$ cat config.mk
export PLATFORM = sky130hd
export DESIGN_NAME = top_level_alternative
export DESIGN_NICKNAME = d
export VERILOG_FILES = /design/src/rtl/top_level_alternative.sv
export SDC_FILE = /design/constraint.sdc
export NUM_CORES = 1
export LEC_CHECK = 0
export CAP_MARGIN = 20
export CORE_MARGIN = 2
export CORE_UTILIZATION = 63
export CTS_CLUSTER_DIAMETER = 150
export CTS_CLUSTER_SIZE = 28
export DETAILED_ROUTE_END_ITERATION = 10
export GPL_TIMING_DRIVEN = 0
export PLACE_DENSITY = 0.86
export SYNTH_ARGS = -nofsm -noshare
export SYNTH_HDL_FRONTEND = slang
export SYNTH_SLANG_ARGS = --single-unit
$ cat constraint.sdc
create_clock -name clock_i -period 5.75 [get_ports clock_i]
set_input_delay 1.15 -clock clock_i [delete_from_list [all_inputs] [get_ports clock_i]]
set_output_delay 1.15 -clock clock_i [all_outputs]
set_load 0.02 [all_outputs]
$ cat src/rtl/top_level_alternative.sv
// Sequential unsigned calculator: add, subtract, multiply, compare with a
// level start / done handshake. Operands are captured on start, the result
// is registered on a 2W-bit output and held until the next operation.
// Build option: define TOP_LEVEL_ALT_FAST_MUL_EN for a single-cycle
// combinational multiplier instead of the default W-cycle shift-add.
module top_level_alternative #(
    parameter int unsigned width = 8
) (
    input  logic                 clock_i,
    input  logic                 reset_i,
    input  logic                 start_i,
    input  logic [width-1:0]     a_i,
    input  logic [width-1:0]     b_i,
    input  logic [1:0]           fct_i,
    output logic [2*width-1:0]   s_o,
    output logic                 signal_o
);

    localparam int unsigned RW = 2 * width;

    localparam logic [1:0] FCT_ADD = 2'b00;
    localparam logic [1:0] FCT_SUB = 2'b01;
    localparam logic [1:0] FCT_MUL = 2'b10;
    localparam logic [1:0] FCT_CMP = 2'b11;

    typedef enum logic [1:0] {
        IDLE = 2'b00,
        EXEC = 2'b01,
        DONE = 2'b10
    } state_t;

    state_t state_q, state_d;

    logic [1:0]       fct_q, fct_d;
    logic [RW-1:0]    s_q, s_d;
    logic             signal_q, signal_d;

    logic [RW-1:0]    a_ext;
    logic [RW-1:0]    b_ext;
    logic [RW-1:0]    cmp_res;

`ifdef TOP_LEVEL_ALT_FAST_MUL_EN
    logic [width-1:0] op_a_q, op_a_d;
    logic [width-1:0] op_b_q, op_b_d;
    logic [RW-1:0]    mul_res;

    assign a_ext   = {{width{1'b0}}, op_a_q};
    assign mul_res = a_ext * b_ext;
`else
    localparam int unsigned CW = (width > 1) ? $clog2(width) : 1;
    localparam logic [CW-1:0] CNT_LAST = CW'(width - 1);

    // Multiplicand is kept 2W wide and shifted left each step; the
    // multiplier shifts right so bit 0 always selects the next partial.
    logic [RW-1:0]    op_a_q, op_a_d;
    logic [width-1:0] op_b_q, op_b_d;
    logic [RW-1:0]    acc_q, acc_d;
    logic [CW-1:0]    cnt_q, cnt_d;
    logic [RW-1:0]    mul_sum;

    assign a_ext   = {{width{1'b0}}, op_a_q[width-1:0]};
    assign mul_sum = acc_q + (op_b_q[0] ? op_a_q : '0);
`endif

    assign b_ext = {{width{1'b0}}, op_b_q};

    // Unsigned compare flags: bit0 equal, bit1 greater, bit2 less
    always_comb begin
        cmp_res    = '0;
        cmp_res[0] = (op_a_q[width-1:0] == op_b_q);
        cmp_res[1] = (op_a_q[width-1:0] >  op_b_q);
        cmp_res[2] = (op_a_q[width-1:0] <  op_b_q);
    end

    // Next-state, operand capture and result computation
    always_comb begin
        state_d  = state_q;
        op_a_d   = op_a_q;
        op_b_d   = op_b_q;
        fct_d    = fct_q;
        s_d      = s_q;
        signal_d = 1'b0;
`ifndef TOP_LEVEL_ALT_FAST_MUL_EN
        acc_d    = acc_q;
        cnt_d    = cnt_q;
`endif
        case (state_q)
            IDLE: begin
                if (start_i) begin
`ifdef TOP_LEVEL_ALT_FAST_MUL_EN
                    op_a_d = a_i;
`else
                    op_a_d = {{width{1'b0}}, a_i};
                    acc_d  = '0;
                    cnt_d  = '0;
`endif
                    op_b_d  = b_i;
                    fct_d   = fct_i;
                    state_d = EXEC;
                end
            end
            EXEC: begin
                case (fct_q)
                    FCT_ADD: begin
                        s_d      = a_ext + b_ext;
                        state_d  = DONE;
                        signal_d = 1'b1;
                    end
                    FCT_SUB: begin
                        s_d      = a_ext - b_ext;
                        state_d  = DONE;
                        signal_d = 1'b1;
                    end
                    FCT_MUL: begin
`ifdef TOP_LEVEL_ALT_FAST_MUL_EN
                        s_d      = mul_res;
                        state_d  = DONE;
                        signal_d = 1'b1;
`else
                        acc_d  = mul_sum;
                        op_a_d = op_a_q << 1;
                        op_b_d = op_b_q >> 1;
                        cnt_d  = cnt_q + 1'b1;
                        // Only the completed product reaches the output
                        if (cnt_q == CNT_LAST) begin
                            s_d      = mul_sum;
                            state_d  = DONE;
                            signal_d = 1'b1;
                        end
`endif
                    end
                    FCT_CMP: begin
                        s_d      = cmp_res;
                        state_d  = DONE;
                        signal_d = 1'b1;
                    end
                    default: begin
                        state_d = IDLE;
                    end
                endcase
            end
            DONE: begin
                // Held start keeps the block parked here; no re-trigger
                signal_d = start_i;
                if (!start_i) begin
                    state_d = IDLE;
                end
            end
            default: begin
                state_d = IDLE;
            end
        endcase
    end

    // State and datapath registers, cleared asynchronously
    always_ff @(posedge clock_i or posedge reset_i) begin
        if (reset_i) begin
            state_q  <= IDLE;
            op_a_q   <= '0;
            op_b_q   <= '0;
            fct_q    <= '0;
            s_q      <= '0;
            signal_q <= 1'b0;
`ifndef TOP_LEVEL_ALT_FAST_MUL_EN
            acc_q    <= '0;
            cnt_q    <= '0;
`endif
        end else begin
            state_q  <= state_d;
            op_a_q   <= op_a_d;
            op_b_q   <= op_b_d;
            fct_q    <= fct_d;
            s_q      <= s_d;
            signal_q <= signal_d;
`ifndef TOP_LEVEL_ALT_FAST_MUL_EN
            acc_q    <= acc_d;
            cnt_q    <= cnt_d;
`endif
        end
    end

    assign s_o      = s_q;
    assign signal_o = signal_q;

endmodule

==> results.md <==
- Post-synth top flop: dfrtp_1
- H-tree Lvls: 3
- Total length of routed wires: roughly 11 mm
- Reg clk slew, reported paths: 0.08 ns
- TNS Setup: 0 ns
- Met2 Resource Use GR: 51.2%
- Register area share after synthesis: 37.2%
- Post-CTS sizing: 0
- Post CTS Setup Buffer Count: 0
- GRT Overall Usage: 31.4%
- Post-synth top area share: between 30% and 40%
- Setup crit start kind: register
- PortBufs: 37
- Largest net degree at the start of global routing: 42
- Xor/xnor cell area share of the yosys netlist: 3.86%
- Compound-Gate Fraction of Synth Area: approximately a fifth
- DR vias: ~3900
- Die X: 86.7 um
- Cell area after layout: 5050 um2
- Leak: between 2 and 2.5 nW
- Final setup viols: 0
- Num rows: 30
- Worst min path class: register to register
- Top area cells in the synthesized netlist: dfrtp_1, ha_1, a21oi_1
- Placed cells: roughly 610
- Die Ht: 86.7 um
- N_diodes: 0
- Vias in the first global route: 3908
- Post-synthesis cell count: 495
- CP Class: register to register
- Die area: 7520 um2
- Placed Area: 4800 um2
- Skew-Pair Late Insertion Delay: around 0.36 ns
- Run status: finished clean
- First-pass GRT wire length: 18.2 mm
- Layout cells sized above 1: 6.38%
- Antenna viol nets, final: 0
- Area leader, netlist: dfrtp_1
- Area share of and/or/nand/nor cells after synthesis: 17.7%
- Area Overhead vs Synth: 17.1%
- Largest family of logic cells by synthesized area: compound AO/OA/AOI/OAI gates
- CTS tree: done
- CTS Buf Count: 9
- Synth async-reset ratio: 100%
- Min Tclk post-route: 3.13 ns
- CP Data Required Time: around 6.0 ns
- Clock buffer depth: 2
- Worst setup EP type: register
- RSZ-0062 raised after global routing: false
- Syn Area/Cell: 8.71 um2
- GRT busiest layer: met2
- Drt first pass iters: 6
- Met1 GRT Util: 40.1%
- Max cap viols: 0
- Yosys cell types: 52
- Worst path arrival time: 3.39 ns
- Dpl ws: 2.64 ns
- Non-filler cells in the finished layout: approximately 630
- Post-synthesis adder-cell area fraction: 12.1%
- Slew margin rel.: 42.6%
- Initial antenna violation count: 0
- Worst VDD drop: 0.000393 V
- M3 GR Usage: 5.52%
- Post-synthesis mux area share: about 4.5%
- Via-to-Cell Ratio: 6.22
- Total Power: 3.09 mW
- Max Fclk: 319 MHz
- # IOs: 38
- Final HPWL DP: 8.15 mm
- Period utilization: between 50 and 60%
- Crit path setup slack, layout: 2.62 ns
- Starting Density: 64.2%
- Worst-margin pin slew: approximately 0.86 ns
- CP max FO: 9
- GRT overflow: 0
- Routability cong.: roughly 0.95
- Final Hold Viols: 0
- Cell Area, Synth: between 4000 and 5000 um2
- Final #Nets: 605
- DRC: 0
- Max Slew Vio Count: 0
- # clock sinks: 64
- Clock Skew: 0.0151 ns
- Pwr dens: a little over 600 nW/um2
- Yosys warns: 0
- Core ar.: 6720 um2
- Yosys reg bits: 64
- Avg WL per Cell: approximately 17 um
- Mapped Nets: roughly 560
- Number of enable flip-flop cells after synthesis: 0
- Post-CTS Hold Fix Bufs: 0
- CTS root buffer: clkbuf_8
- DR iter-0 viols: 286
per-stage QoR:
| stage | utilization (%) | hold WS, ns |
|---|---|---|
| floorplan | - | 0.439 |
| global placement | 71.2 | 0.454 |
| detailed placement | 71.5 | 0.467 |
| CTS | 75.1 | 0.483 |
| global route | 75.1 | 0.511 |
| finish | 75.1 | 0.482 |
power breakdown:
group | total [mW] | switching [mW] | internal [mW]
Sequential | 0.766 | 0.155 | 0.610
Combinational | 1.84 | 1.13 | 0.712
Clock | 0.485 | 0.185 | 0.300
cell type report:
type                       instances  area (um2)
clock inverter                     5         104
buffer                            21        85.1
multi-input combinational        380        2510
tap                               80         100
sequential                        64        1600
fill                             482        1670
inverter                          30         113
clock buffer                      11         141
timing repair buffer              38         390
worst paths after layout:
kind | slack (ns) | end | startpoint | cells after the start
worst max-delay path | 2.62 | acc_q[14]$_DFFE_PP0P_ | op_b_q[0]$_DFFE_PP0P_ | 11
worst min-delay path | 0.48 | cnt_q[2]$_DFFE_PP0P_ | cnt_q[2]$_DFFE_PP0P_ | 2
worst max register to register | 2.62 | acc_q[14]$_DFFE_PP0P_ | op_b_q[0]$_DFFE_PP0P_ | 11
worst min register to register | 0.48 | cnt_q[2]$_DFFE_PP0P_ | cnt_q[2]$_DFFE_PP0P_ | 2
max in group asynchronous | 3.83 | acc_q[2]$_DFFE_PP0P_ | reset_i | 3
min in group asynchronous | 1.29 | op_a_q[12]$_DFFE_PP0P_ | reset_i | 2
kinds of logic (layout without fill, tap and decap cells):
group | count (synthesis) | after routing
AOI/OAI and AO/OA | 137 | 137
xor gates and xnor gates | 19 | 19
and+or+nand+nor | 165 | 165
DFF | 64 | 64
muxes | 19 | 19
buffers and inverters | 51 | 105
adders and majority gates | 40 | 40
Yosys cell counts (2+ instances only):
cell type  count
dfrtp_1       64
nand2_1       62
a21oi_1       51
nor2_1        39
ha_1          37
inv_1         29
o21ai_0       27
clkbuf_1      16
mux2i_1       16
nand3_1       15
and2_1        13
xor2_1        13
nor3_1         9
o21a_1         9
o31ai_1        7
nand2b_1       6
xnor2_1        6
a21o_1         5
a22o_1         5
buf_2          5
nor2b_1        5
a211oi_1       4
a221o_1        4
nand4_1        4
o221ai_1       4
or3_1          4
a31oi_1        3
fa_1           3
mux2_2         3
a21boi_0       2
a21o_2         2
o21bai_1       2
or2_2          2
registers in the layout, summed over array words and instances, names as in the netlist:
signal    flops
op_a_q       16
op_b_q        8
state_q       2
signal_o      1
cnt_q         3
fct_q         2
acc_q        16
s_o          16
placed cells by master, fill, tap and decap left out, types with 6 or more instances in the layout:
| cell type | n |
|---|---|
| xnor2_1 | 6 |
| o21ai_0 | 27 |
| and2_1 | 13 |
| nor3_1 | 9 |
| mux2i_1 | 16 |
| nand2b_1 | 6 |
| a21oi_1 | 51 |
| dfrtp_1 | 64 |
| nand3_1 | 15 |
| o21a_1 | 9 |
| xor2_1 | 13 |
| clkdlybuf4s50_1 | 37 |
| inv_1 | 28 |
| nor2_1 | 39 |
| clkbuf_8 | 10 |
| nand2_1 | 62 |
| o31ai_1 | 7 |
| ha_1 | 37 |
| clkbuf_1 | 17 |
critical path, cell delays in order (launching register included):
cell       delay, ns
dfrtp_1         0.50
ha_1            0.31
ha_1            0.29
inv_1           0.09
fa_1            0.40
nor2b_1         0.12
o21ai_0         0.12
o2111ai_1       0.33
a21oi_1         0.19
o221ai_1        0.34
xnor2_1         0.12
o31ai_1         0.24
metal layers:
metal | vias to the layer above | share of wire (%)
li1 | 1828 | -
met1 | 1887 | 42
met2 | 158 | 48
met3 | 37 | 6.5
met4 | 0 | 3.3
met5 | - | 0
No activity file was read; power rests on OpenSTA's default activity.
